**config.mk**
```make
export PLATFORM = sky130hd
export DESIGN_NAME = serial_adder_ctrl
export DESIGN_NICKNAME = d
export VERILOG_FILES = /design/src/rtl/serial_adder_ctrl.sv
export SDC_FILE = /design/constraint.sdc
export NUM_CORES = 1
export LEC_CHECK = 0
export BUFFER_PORTS_ARGS = -buffer_cell sky130_fd_sc_hd__buf_2
export CORE_UTILIZATION = 45
export CTS_CLUSTER_SIZE = 12
export DETAILED_ROUTE_END_ITERATION = 12
export GPL_TIMING_DRIVEN = 1
export PLACE_DENSITY = 0.71
export SYNTH_ARGS = -nofsm -noshare
export SYNTH_HDL_FRONTEND = slang
export SYNTH_HIERARCHICAL = 1
export SYNTH_SLANG_ARGS = --single-unit
```
**constraint.sdc**
```tcl
create_clock -name clk -period 1.9 [get_ports clk]
set_input_delay 0.19 -clock clk [delete_from_list [all_inputs] [get_ports clk]]
set_output_delay 0.19 -clock clk [all_outputs]
set_load 0.005 [all_outputs]
```
**src/rtl/serial_adder_ctrl.sv**
```systemverilog
// serial_adder_ctrl: bit-serial WIDTH-bit adder built around one Full_Adder cell.
// Operands and carry-in are captured on a start handshake and processed LSB-first,
// one bit per clock. The registered {Cout,Sum} is published with a one-cycle done pulse.

// Full_Adder: 1-bit full adder cell, purely combinational.
module Full_Adder (
  input  logic a,
  input  logic b,
  input  logic cin,
  output logic sum,
  output logic cout
);

  assign sum  = a ^ b ^ cin;
  assign cout = (a & b) | (cin & (a ^ b));

endmodule

module serial_adder_ctrl #(
  parameter int WIDTH = 8
) (
  input  logic             clk,
  input  logic             rst_n,
  input  logic             start,
  input  logic [WIDTH-1:0] A,
  input  logic [WIDTH-1:0] B,
  input  logic             Cin,
  output logic             busy,
  output logic             done,
  output logic [WIDTH-1:0] Sum,
  output logic             Cout
);

  // Bit counter spans 0..WIDTH-1; the last bit is processed when it equals WIDTH-1.
  localparam int CW = (WIDTH > 1) ? $clog2(WIDTH) : 1;
  localparam logic [CW-1:0] LAST_BIT = CW'(WIDTH - 1);

  typedef enum logic [1:0] {
    S_IDLE = 2'd0,
    S_RUN  = 2'd1,
    S_DONE = 2'd2
  } state_t;

  state_t state_reg;
  state_t state_next;

  logic [WIDTH-1:0] a_sh_reg;
  logic [WIDTH-1:0] b_sh_reg;
  // Only WIDTH-1 partial sum bits ever need storing: the final bit comes straight
  // from the full adder on the completion edge.
  logic [WIDTH-2:0] res_sh_reg;
  logic [WIDTH-2:0] res_sh_next;
  logic             carry_reg;
  logic [CW-1:0]    cnt_reg;
  logic [WIDTH-1:0] sum_reg;
  logic             cout_reg;

  logic fa_sum;
  logic fa_cout;
  logic last_bit;

  Full_Adder u_fa (
    .a    (a_sh_reg[0]),
    .b    (b_sh_reg[0]),
    .cin  (carry_reg),
    .sum  (fa_sum),
    .cout (fa_cout)
  );

  assign last_bit = (cnt_reg == LAST_BIT);

  // Partial result shifts right with the new sum bit entering at the top.
  genvar gi;
  generate
    for (gi = 0; gi < WIDTH - 2; gi++) begin : g_res_shift
      assign res_sh_next[gi] = res_sh_reg[gi+1];
    end
  endgenerate
  assign res_sh_next[WIDTH-2] = fa_sum;

  // State register.
  always_ff @(posedge clk or negedge rst_n) begin
    if (!rst_n) begin
      state_reg <= S_IDLE;
    end else begin
      state_reg <= state_next;
    end
  end

  // Next-state logic: start only matters in IDLE, DONE always lasts one cycle.
  always_comb begin
    state_next = state_reg;
    case (state_reg)
      S_IDLE:  if (start) state_next = S_RUN;
      S_RUN:   if (last_bit) state_next = S_DONE;
      S_DONE:  state_next = S_IDLE;
      default: state_next = S_IDLE;
    endcase
  end

  // Status outputs decoded from the registered state only.
  always_comb begin
    busy = (state_reg == S_RUN);
    done = (state_reg == S_DONE);
  end

  // Datapath: operand capture, per-bit shifting, and result publication.
  always_ff @(posedge clk or negedge rst_n) begin
    if (!rst_n) begin
      a_sh_reg   <= '0;
      b_sh_reg   <= '0;
      res_sh_reg <= '0;
      carry_reg  <= 1'b0;
      cnt_reg    <= '0;
      sum_reg    <= '0;
      cout_reg   <= 1'b0;
    end else begin
      case (state_reg)
        S_IDLE: begin
          if (start) begin
            a_sh_reg   <= A;
            b_sh_reg   <= B;
            res_sh_reg <= '0;
            carry_reg  <= Cin;
            cnt_reg    <= '0;
          end
        end
        S_RUN: begin
          a_sh_reg   <= {1'b0, a_sh_reg[WIDTH-1:1]};
          b_sh_reg   <= {1'b0, b_sh_reg[WIDTH-1:1]};
          res_sh_reg <= res_sh_next;
          carry_reg  <= fa_cout;
          cnt_reg    <= cnt_reg + CW'(1);
          if (last_bit) begin
            sum_reg  <= {fa_sum, res_sh_reg};
            cout_reg <= fa_cout;
          end
        end
        default: begin
        end
      endcase
    end
  end

  assign Sum  = sum_reg;
  assign Cout = cout_reg;

endmodule
```
# Yosys cells after proc, flatten, opt, wreduce, memory -nomap -nowiden
# Index checks and enable logic that the tools add are counted.
# classes
eq_ne,5
n_reduce_logical,5
bitwise,5
muxes,13
n_addsub,1
# ops
operator,count
$pmux W8 S2,2
$mux W8,2
$pmux W7 S2,1
$mux W7,1
$pmux W3 S2,1
$reduce_and A2 Y1,3
$mux W2,2
$pmux W2 S2,1
$add A3 B1 Y3 const B,1
$eq A3 B3 Y1 const B,1
$mux W3,1
$and A1 B1 Y1,2
$eq A2 B1 Y1 const B,1
$eq A2 B2 Y1 const B,1
$logic_not A2 Y1,1
$ne A2 B1 Y1 const B,1
$ne A2 B2 Y1 const B,1
$pmux W1 S2,1
$reduce_bool A2 Y1,1
$xor A1 B1 Y1,2
$mux W1,1
$or A1 B1 Y1,1
# word_totals
inputBits,20
register_bits,38
out_inout_bits,11

# Longest topological paths before layout
# logic_depth
word_depth,4
mapped_depth,6

# Modules after synthesis
# Netlist, hierarchy kept.
# modules_own_cells
module,cells_each,n_inst,area_per_inst_um2
serial_adder_ctrl,148,1,1727.9
Full_Adder,1,1,20.0

# Worst setup path after synthesis
# OpenSTA, ideal clock, no wires.
# synth_path
path_type,register -> register
startpoint,register cnt_reg[0]
endpoint,register cout_reg (netlist: Cout)
t_required_ps,1775
path_slack_ps,546
period_less_slack_ps,1354
path_stages_with_launch,5
arrival_ps,1229
cell_sequence,dfrtp_1 ha_1 ha_1 nand2_8 mux2_4
# synth_between
elab_chain_len,2
# synth_lines
item,line,text
from (decl),54,logic [CW-1:0] cnt_reg;
from (signal assigned),133,cnt_reg <= cnt_reg + CW'(1);
$eq A3 B3 Y1,70,assign last_bit = (cnt_reg == LAST_BIT);
$reduce_and A2 Y1 (no source line),-,
to (signal assigned),136,cout_reg <= fa_cout;
to (decl),56,logic cout_reg;
# No other way between the ends.
# A chain may end at the register's enable or synchronous reset.

# Worst setup path after layout
# layout_path
startpoint,register state_reg[1]
endpoint,output port done
# layout_between
elab_chain_len,1
# layout_lines
item,line,text
from (decl),44,state_t state_reg;
from (signal assigned),86,state_reg <= state_next;
$eq A2 B2 Y1,104,done = (state_reg == S_DONE);
to (decl),29,"output logic done,"
# No other way between the ends.

==> results.json <==
{
  "power.density_nw_per_um2": 1610,
  "die_h_um": 64.3,
  "clkSlewWorstSetupHoldPaths_ns": 0.07,
  "syn_nets": 172,
  "synthAdderAreaFrac_pct": 2.58,
  "drt-total-wl_mm": 3.20,
  "routabilityCongestion": 0.759,
  "clk_path_buf_depth": 2,
  "worstPathRequired_ns": 1.71,
  "critical_path_class": "register to primary output",
  "drv_cap": 0,
  "numCtsBuffers": 5,
  "num_vias": 1254,
  "fp.dieW_um": 64.3,
  "drcViolationCount": 0,
  "synthXorXnorAreaFrac_pct": 0,
  "dr.pass1.iters": 4,
  "synth_top_cell_by_area": "dfrtp_1",
  "synth_cell_types": 25,
  "fin_skew_ns": 0.00564,
  "cts_tree": "built",
  "setup_viol": 0,
  "startpoint_type": "register",
  "h-tree-depth": 2,
  "io_buffers": 30,
  "min_path_type": "primary input to asynchronous set/reset pin",
  "coreArea_um2": 3690,
  "clkSinkCount": 38,
  "grt_pass1_vias": 1182,
  "power.leakage_nw": 0.924,
  "detailed_place_hpwl_mm": 2.19,
  "grt_first_pass_wirelength_mm": 5.58,
  "r2r-end": "b_sh_reg[0]",
  "ant_nets": 0,
  "power.total_mw": 3.21,
  "slew_headroom_pct": 45.5,
  "placed_cells": 219,
  "yosysWarnings": 6,
  "synth_top_family_by_area": "simple AND/OR/NAND/NOR gates",
  "area_growth_pct": 14.1,
  "finalNonFillerCells": 227,
  "syn_area_um2": 1750,
  "synth_cells": 149,
  "initial_utilization_pct": 47.4,
  "synth_edf_count": 0,
  "crit_slowest_cell": "dfrtp_1",
  "layout_commonest_cell": "dfrtp_1",
  "path_cells": "inv_1 -> nor2_1 -> buf_2",
  "syn_avg_cell_area_um2": 11.7,
  "die_area_um2": 4140,
  "fin_crit_sh_pct": 81.2,
  "synthSimpleGateAreaFrac_pct": 15.3,
  "yosysTopAreaCellShare_pct": 54.4,
  "max_freq_ghz": 0.648,
  "io_pins": 31,
  "violations": "negative hold slack",
  "synth-seq-cells": 38,
  "antenna_found_initial": 0,
  "rsz0062_at_grt": "no",
  "irDropWorstVdd_v": 0.000476,
  "via_per_inst": 5.52,
  "reg2regPathDepth": 3,
  "synthArstFlopShare_pct": 100,
  "dr.first_iter.drc_count": 91,
  "synth-seq-area-share_pct": 54.4,
  "final_hold_viol_count": 8,
  "cts-root-buf": "clkbuf_8",
  "ctsHoldBuffers": 0,
  "arrival_ns": 1.35,
  "antenna_cells": 0,
  "status": "finished, violations left",
  "crit_fanout": 16,
  "min_period_ns": 1.54,
  "grtUsageTotal_pct": 17.7,
  "hold_ws_ns": -0.00674,
  "cts_setup_buffers": 0,
  "cts_resized": 0,
  "setup_tns_ns": 0,
  "rrSetupSlack_ns": 0.46,
  "muxShareOfSynthArea_pct": 8.30,
  "finalNetCount": 201,
  "synthFlopType": "dfrtp_1",
  "num_rows": 22,
  "crit_path_end_kind": "primary output",
  "synth_compound_area_share_pct": 13.5,
  "r2r_start": "state_reg[1]",
  "worst_pin_slew_ns": 0.818,
  "wl_per_cell_um": 14.1,
  "grt_start_max_net_pins": 39,
  "slowest_delay_ns": 0.44,
  "synthTopCellsByArea": "dfrtp_1 (54%), nor3_1 (10%), mux2_4 (7.7%)",
  "layout_common_cells": "dfrtp_1 (38), nor3_1 (36), buf_2 (30)",
  "clock_latency_ns": 0.29,
  "layout-drive-gt1-share_pct": 30.7,
  "gr-total-overflow": 0,
  "finalMaxSlewViolations": 0
}
cells in the mapped netlist, types with 2 or more instances:
cell / instances
a22o_1: 9
buf_2: 5
buf_4: 2
buf_6: 2
dfrtp_1: 38
ha_1: 2
inv_1: 3
mux2_4: 9
nand2_1: 3
nor2_1: 6
nor3_1: 36
o21ai_0: 5
o22ai_1: 15
o32ai_1: 3
per-layer routing:
metal	vias to the layer above	track usage [%]	part of all wire [%]
met5	-	0	0
met4	0	7.50	1.7
met3	6	4.11	4.5
met2	29	27.0	46
met1	612	24.2	47
li1	607	-	-
critical path, delay by kind of cell (launching register included):
| family | cells | cell delay [ns] |
|---|---|---|
| buffers and inverters | 2 | 0.55 |
| flip-flops | 1 | 0.44 |
| AND/OR/NAND/NOR | 1 | 0.08 |
kinds of logic (layout without fill, tap and decap cells):
group | count (synthesis) | in the layout
and+or+nand+nor | 50 | 50
DFF | 38 | 38
AOI/OAI and AO/OA | 33 | 33
buffers and inverters | 15 | 45
muxes | 10 | 10
adders and majority gates | 3 | 3
metrics by stage:
stage	area, µm²	utilization (%)	setup WS [ns]
after detailed placement	1900	51.5	0.481
after floorplan	1750	-	0.546
final	1990	54.1	0.358
after global routing	1990	54.1	0.263
after global placement	1900	51.5	0.518
after CTS	1990	54.1	0.367
worst max path at each step:
stage / from / to / slack [ns] / cells past startpoint
floorplan: cnt_reg[0] / Cout / 0.55 / 4
global placement: state_reg[1] / b_sh_reg[0] / 0.52 / 3
detailed placement: cnt_reg[0] / Sum[1] / 0.48 / 4
CTS: state_reg[1] / done / 0.37 / 3
global route: state_reg[1] / done / 0.26 / 3
finish: state_reg[1] / done / 0.36 / 3
report_power, final:
part,internal [mW],total (mW),switching (mW)
logic,0.610,1.19,0.576
registers,1.18,1.46,0.280
clock network,0.291,0.564,0.273
total,2.08,3.21,1.13
final cells by class:
cell class | count | area, µm²
Fill cell | 334 | 1690
Sequential cell | 38 | 951
Multi-Input combinational cell | 96 | 693
Timing Repair Buffer | 33 | 173
Clock buffer | 6 | 82.6
Tap cell | 48 | 60.1
Inverter | 4 | 22.5
Clock inverter | 2 | 12.5
Power figures use the tool's default switching activity.
